==> src/rtl/bsg_fsb_client_credit_bridge.sv <==
// FSB client front-end: an input FIFO between the ring and a client, and an
// outbound arbiter that sends client packets and credit-return packets.
// Credits go back to dest_id_p in batches, or early as a partial batch after
// a stretch of idle cycles.
module bsg_fsb_client_credit_bridge #(
  parameter int width_p        = 80,
  parameter int els_p          = 8,
  parameter int dest_id_p      = 0,
  parameter int credit_batch_p = 4,
  parameter int idle_timeout_p = 16
) (
  input  logic                         clk_i,
  input  logic                         reset_i,
  input  logic                         en_i,
  // ring -> client
  input  logic                         fsb_node_v_i,
  input  logic [width_p-1:0]           fsb_node_data_i,
  output logic                         fsb_node_ready_o,
  output logic                         client_v_o,
  output logic [width_p-1:0]           client_data_o,
  input  logic                         client_yumi_i,
  // client -> ring
  input  logic                         client_v_i,
  input  logic [width_p-1:0]           client_data_i,
  output logic                         client_ready_o,
  output logic                         fsb_node_v_o,
  output logic [width_p-1:0]           fsb_node_data_o,
  input  logic                         fsb_node_yumi_i,
  // debug
  output logic [$clog2(els_p+1)-1:0]   credit_count_o
);

  localparam int PTR_W = (els_p > 1) ? $clog2(els_p) : 1;
  localparam int CNT_W = $clog2(els_p + 1);
  localparam int TMR_W = (idle_timeout_p > 0) ? $clog2(idle_timeout_p + 1) : 1;

  localparam logic             FLUSH_EN = (idle_timeout_p != 0);
  localparam logic [3:0]       DEST_ID  = 4'(dest_id_p);
  localparam logic [CNT_W-1:0] CNT_FULL = CNT_W'(els_p);
  localparam logic [CNT_W-1:0] CNT_BAT  = CNT_W'(credit_batch_p);
  localparam logic [TMR_W-1:0] TMR_MAX  = TMR_W'(idle_timeout_p);

  typedef enum logic [1:0] {
    S_IDLE   = 2'd0,
    S_DATA   = 2'd1,
    S_CREDIT = 2'd2
  } state_e;

  // ---------------------------------------------------------------------------
  // Input FIFO
  // ---------------------------------------------------------------------------
  logic [width_p-1:0] r_mem [els_p];
  logic [PTR_W-1:0]   r_wptr, r_rptr;
  logic [CNT_W-1:0]   r_fcnt;
  logic               w_full, w_empty, w_enq, w_deq;

  assign w_full  = (r_fcnt == CNT_FULL);
  assign w_empty = (r_fcnt == '0);
  // No bypass: an empty FIFO has nothing to dequeue, and a full one refuses
  // new data even if the head leaves this cycle.
  assign w_enq   = en_i & fsb_node_v_i & ~w_full;
  assign w_deq   = en_i & client_yumi_i & ~w_empty;

  assign fsb_node_ready_o = ~reset_i & en_i & ~w_full;
  assign client_v_o       = ~reset_i & en_i & ~w_empty;
  assign client_data_o    = r_mem[r_rptr];

  // Storage array: data only, no reset needed.
  always_ff @(posedge clk_i) begin
    if (w_enq) r_mem[r_wptr] <= fsb_node_data_i;
  end

  // Pointers and occupancy; power-of-two depth makes pointer wrap free.
  always_ff @(posedge clk_i or posedge reset_i) begin
    if (reset_i) begin
      r_wptr <= '0;
      r_rptr <= '0;
      r_fcnt <= '0;
    end else begin
      if (w_enq) r_wptr <= r_wptr + PTR_W'(1);
      if (w_deq) r_rptr <= r_rptr + PTR_W'(1);
      case ({w_enq, w_deq})
        2'b10:   r_fcnt <= r_fcnt + CNT_W'(1);
        2'b01:   r_fcnt <= r_fcnt - CNT_W'(1);
        default: r_fcnt <= r_fcnt;
      endcase
    end
  end

  // ---------------------------------------------------------------------------
  // Credit counter and idle timer
  // ---------------------------------------------------------------------------
  state_e             r_state, w_state_n;
  logic [CNT_W-1:0]   r_cnt, r_amt, w_cnt_sub;
  logic [TMR_W-1:0]   r_tmr;
  logic [width_p-1:0] r_data;
  logic               r_last_credit;
  logic               w_credit_sent, w_flush, w_credit_due, w_yield;
  logic               w_take_client, w_take_credit;

  assign w_credit_sent = en_i & (r_state == S_CREDIT) & fsb_node_yumi_i;
  assign w_cnt_sub     = w_credit_sent ? r_amt : '0;
  assign credit_count_o = r_cnt;

  // Consumed-but-unreturned count; a consume in the send cycle is kept.
  always_ff @(posedge clk_i or posedge reset_i) begin
    if (reset_i) r_cnt <= '0;
    else if (en_i) r_cnt <= r_cnt - w_cnt_sub + CNT_W'(w_deq);
  end

  // Idle timer: restarts on any activity, counts only while credit is owed.
  always_ff @(posedge clk_i or posedge reset_i) begin
    if (reset_i) r_tmr <= '0;
    else if (en_i) begin
      if (w_deq | w_credit_sent)                  r_tmr <= '0;
      else if ((r_cnt != '0) && (r_tmr != TMR_MAX)) r_tmr <= r_tmr + TMR_W'(1);
    end
  end

  assign w_flush      = FLUSH_EN & (r_tmr == TMR_MAX) & (r_cnt != '0);
  assign w_credit_due = (r_cnt >= CNT_BAT) | w_flush;
  // Right after a credit send, a waiting client packet goes first unless the
  // remote has run completely dry.
  assign w_yield      = r_last_credit & client_v_i & (r_cnt < CNT_FULL);

  // ---------------------------------------------------------------------------
  // Outbound FSM
  // ---------------------------------------------------------------------------
  // State and capture registers.
  always_ff @(posedge clk_i or posedge reset_i) begin
    if (reset_i) begin
      r_state       <= S_IDLE;
      r_data        <= '0;
      r_amt         <= '0;
      r_last_credit <= 1'b0;
    end else begin
      r_state <= w_state_n;
      if (w_take_client) r_data <= client_data_i;
      if (w_take_credit) r_amt  <= r_cnt;
      if (w_credit_sent)      r_last_credit <= 1'b1;
      else if (w_take_client) r_last_credit <= 1'b0;
    end
  end

  // Next state and acceptance decisions; everything frozen when disabled.
  always_comb begin
    w_state_n     = r_state;
    w_take_client = 1'b0;
    w_take_credit = 1'b0;
    if (en_i) begin
      case (r_state)
        S_IDLE: begin
          if (w_credit_due && !w_yield) begin
            w_state_n     = S_CREDIT;
            w_take_credit = 1'b1;
          end else if (client_v_i) begin
            w_state_n     = S_DATA;
            w_take_client = 1'b1;
          end
        end
        S_DATA:   if (fsb_node_yumi_i) w_state_n = S_IDLE;
        S_CREDIT: if (fsb_node_yumi_i) w_state_n = S_IDLE;
        default:  w_state_n = S_IDLE;
      endcase
    end
  end

  // Credit packet: dest id on top, control flag below it, count in low byte.
  logic [width_p-1:0] w_credit_pkt;
  always_comb begin
    w_credit_pkt                    = '0;
    w_credit_pkt[width_p-1 -: 4]    = DEST_ID;
    w_credit_pkt[width_p-5]         = 1'b1;
    w_credit_pkt[7:0]               = 8'(r_amt);
  end

  assign client_ready_o  = ~reset_i & w_take_client;
  assign fsb_node_v_o    = ~reset_i & en_i & (r_state != S_IDLE);
  assign fsb_node_data_o = (r_state == S_CREDIT) ? w_credit_pkt : r_data;

  // ---------------------------------------------------------------------------
  // Protocol checks
  // ---------------------------------------------------------------------------
  a_yumi_legal: assert property (@(posedge clk_i) disable iff (reset_i)
    client_yumi_i |-> client_v_o);
  a_cnt_bound:  assert property (@(posedge clk_i) disable iff (reset_i)
    r_cnt <= CNT_FULL);

endmodule

==> config.mk <==
export PLATFORM = sky130hd
export DESIGN_NAME = bsg_fsb_client_credit_bridge
export DESIGN_NICKNAME = d
export VERILOG_FILES = /design/src/rtl/bsg_fsb_client_credit_bridge.sv
export SDC_FILE = /design/constraint.sdc
export NUM_CORES = 1
export LEC_CHECK = 0
export BUFFER_PORTS_ARGS = -buffer_cell sky130_fd_sc_hd__buf_2
export CAP_MARGIN = 20
export CORE_UTILIZATION = 58
export CTS_CLUSTER_DIAMETER = 80
export DETAILED_ROUTE_END_ITERATION = 8
export PLACE_DENSITY = 0.84
export SYNTH_ARGS = -nofsm -noshare
export SYNTH_HDL_FRONTEND = slang
export SYNTH_SLANG_ARGS = --single-unit
==> constraint.sdc <==
create_clock -name clk_i -period 13.3 [get_ports clk_i]
set_clock_uncertainty 0.1 [all_clocks]
set_input_delay 3.325 -clock clk_i [delete_from_list [all_inputs] [get_ports clk_i]]
set_output_delay 3.325 -clock clk_i [all_outputs]
set_load 0.02 [all_outputs]
==> metrics.cfg <==
[status]
status=completed

[logic_synthesis]
synthXorXnorAreaFrac=0.004462
ys_types=48
netlist_area_um2=29440
synth_edf_count=640
yosys_warnings=0
synth_top_family_by_area=multiplexers
ys_seq_elements=746
muxShareOfSynthArea=0.1988
synth_compound_gate_area_share=0.004844
synth_nets=1522
synthArstFlopShare=0.1421
yosys.area.top_type_share=0.6527
synth-simple-area-share=0.02737
yosysTopAreaCell=edfxtp_1
ys_seq_area_frac=0.7428
synth-adder-area-share=0.006204
dominantRegCellSynth=edfxtp_1
synthCells=1341
ys_top_cells_by_area=edfxtp_1 65%, mux4_2 12%, dfrtp_1 9.0%
synth.avg_cell_area_um2=21.96

[setup_path]
crit_chain=buf_2, nand2_1, a221oi_4, and4_4, and2_1, buf_2
end_kind=primary output
cp-startpoint=client_v_i
crit_family=simple AND/OR/NAND/NOR gates
crit_type=input port to primary output
startpoint_type=input port
slowest_stage=and4_4
r2r_slack_ns=9.69
critPathMaxStageDelay_ns=0.50
worst-path-max-fanout=18
required_ns=9.88
critPathBufInv=2
cpMostUsedCell=buf_2
crit_arrival_ns=4.75
rr_startpoint=r_fcnt[1]

[power]
power_leakage_nw=12.22
ir_drop_mv=0.1609
cellPowerDensity_nw_per_um2=225.1
total_power_mw=7.706

[sta]
final_max_slew_viol_count=0
fin_crit_ns=8.177
timing.hold.ws_ns=0.4038
setup_viol_count_final=0
hold_viol=0
worst_slew_pin_slew_ns=1.085
rsz0062_at_grt=no
max_slew_margin=0.2769
fin_ws_ns=5.123
max_freq_mhz=122.3
period_share=0.6148
final.setup.tns_ns=0

[clock_tree]
clk_path_buf_depth=3
cts_buffers=74
cts_sinks=746
clk_pin_slew_ns=0.06
clock_latency_ns=0.61
cts_hold_buffers=0
cts_tree=yes
post_cts_resized=0
root_buffer=clkbuf_16
ctsHtreeMaxLevel=3
postCtsSetupBuffers=0

[floorplanning]
die_w_um=227.3
die_area_um2=51670
start_util=0.5881
core_area_um2=50070
fp.dieH_um=227.3
pin_count=335
core.rowCount=82

[placement]
io_buffers=334
place_area_um2=31770
dp_slack_ns=5.127
place_congestion=0.7419
hpwl_um=33170

[routing]
wl_um=60260
ant_nets=0
vias=14256
drc=0
wl_per_cell_um=24.66
drt_iter0_drc=1006
drt_first_pass_iters=7
via_per_inst=5.833

[layout]
area_growth_pct=16.29
layout_commonest_cell=edfxtp_1
drive_gt1_frac=0.4612
fin_nets=1892
fillers=3124
layout_common_cells=640 x edfxtp_1, 334 x buf_2, 160 x mux4_2
finish.instance_area_um2=34240

[global_route]
antenna_found_initial=7
grt-ovfl-total=0
first_global_vias=15039
grtUsageTotal=0.2386
grt_pass1_wl_um=89580
grt_max_degree=78

[worst_hold_path]
hp-start=r_data[34]
min_path_type=register to register

[run]
maxCapViolations=0

metrics by stage:
stage | util | instances
final | 0.6839 | 2444
after floorplan | - | 1341
after CTS | 0.6827 | 2437
after detailed placement | 0.6346 | 2305
after global routing | 0.6838 | 2442
after global placement | 0.6346 | 2305
logic make-up (layout without fill, tap and decap cells):
kind of cell / count (synthesis) / in the layout
and+or+nand+nor: 139 / 139
other: 0 / 5
buffers and inverters: 74 / 500
AOI/OAI and AO/OA: 19 / 19
muxes: 334 / 334
DFF: 746 / 746
adders and majority gates: 14 / 14
xor gates and xnor gates: 15 / 15
area by class of cell:
cell class	count	area, µm²	area share
Antenna cell	5	12.51	0.0003654
Multi-Input combinational cell	521	7167	0.2093
Tap cell	672	840.8	0.02456
Clock inverter	41	412.9	0.01206
Clock buffer	91	1993	0.05821
Inverter	8	32.53	0.0009501
Timing Repair Buffer	360	1899	0.05547
Sequential cell	746	21880	0.6391
power by group:
group          total [mW]  internal [mW]  leakage (nW)  switching (mW)
clock                2.07           1.22          1.16           0.847
combinational        2.56           1.21          3.99            1.35
sequential           3.08           2.86          7.07           0.215
total                7.71           5.29          12.2            2.42
Yosys cell counts, types with 3 or more instances:
cell / number
ha_1: 13
and3_1: 4
mux2_2: 94
a21oi_1: 5
clkbuf_1: 35
dfrtp_1: 106
o21ai_0: 4
nor2b_1: 76
buf_2: 19
mux4_2: 160
nor3_1: 8
mux2_4: 78
xor2_1: 5
nor2_1: 14
xnor2_1: 10
nand2_1: 18
inv_1: 7
edfxtp_1: 640
nand3_1: 3
buf_12: 9
worst paths after layout:
check | endpoint | cells past startpoint
max | client_ready_o | 6
min | r_data[34] | 1
max reg2reg | r_mem[3][76] | 5
min reg2reg | r_data[34] | 1
max in group asynchronous | r_rptr[2] | 3
min in group asynchronous | r_data[31] | 2
sequential cells by signal, indices dropped and copies added, names as in the netlist:
register / count
credit_count_o: 4
r_amt: 4
r_data: 80
r_fcnt: 4
r_last_credit: 1
r_mem: 640
r_rptr: 3
r_state: 2
r_tmr: 5
r_wptr: 3
layer usage:
metal	global-route usage	part of all wire	vias up
met1	0.3122	0.40	7513
met5	0	0.00065	-
li1	-	-	6170
met2	0.4037	0.52	482
met4	0.08313	0.023	6
met3	0.04543	0.058	85
Power figures use the tool's default switching activity.
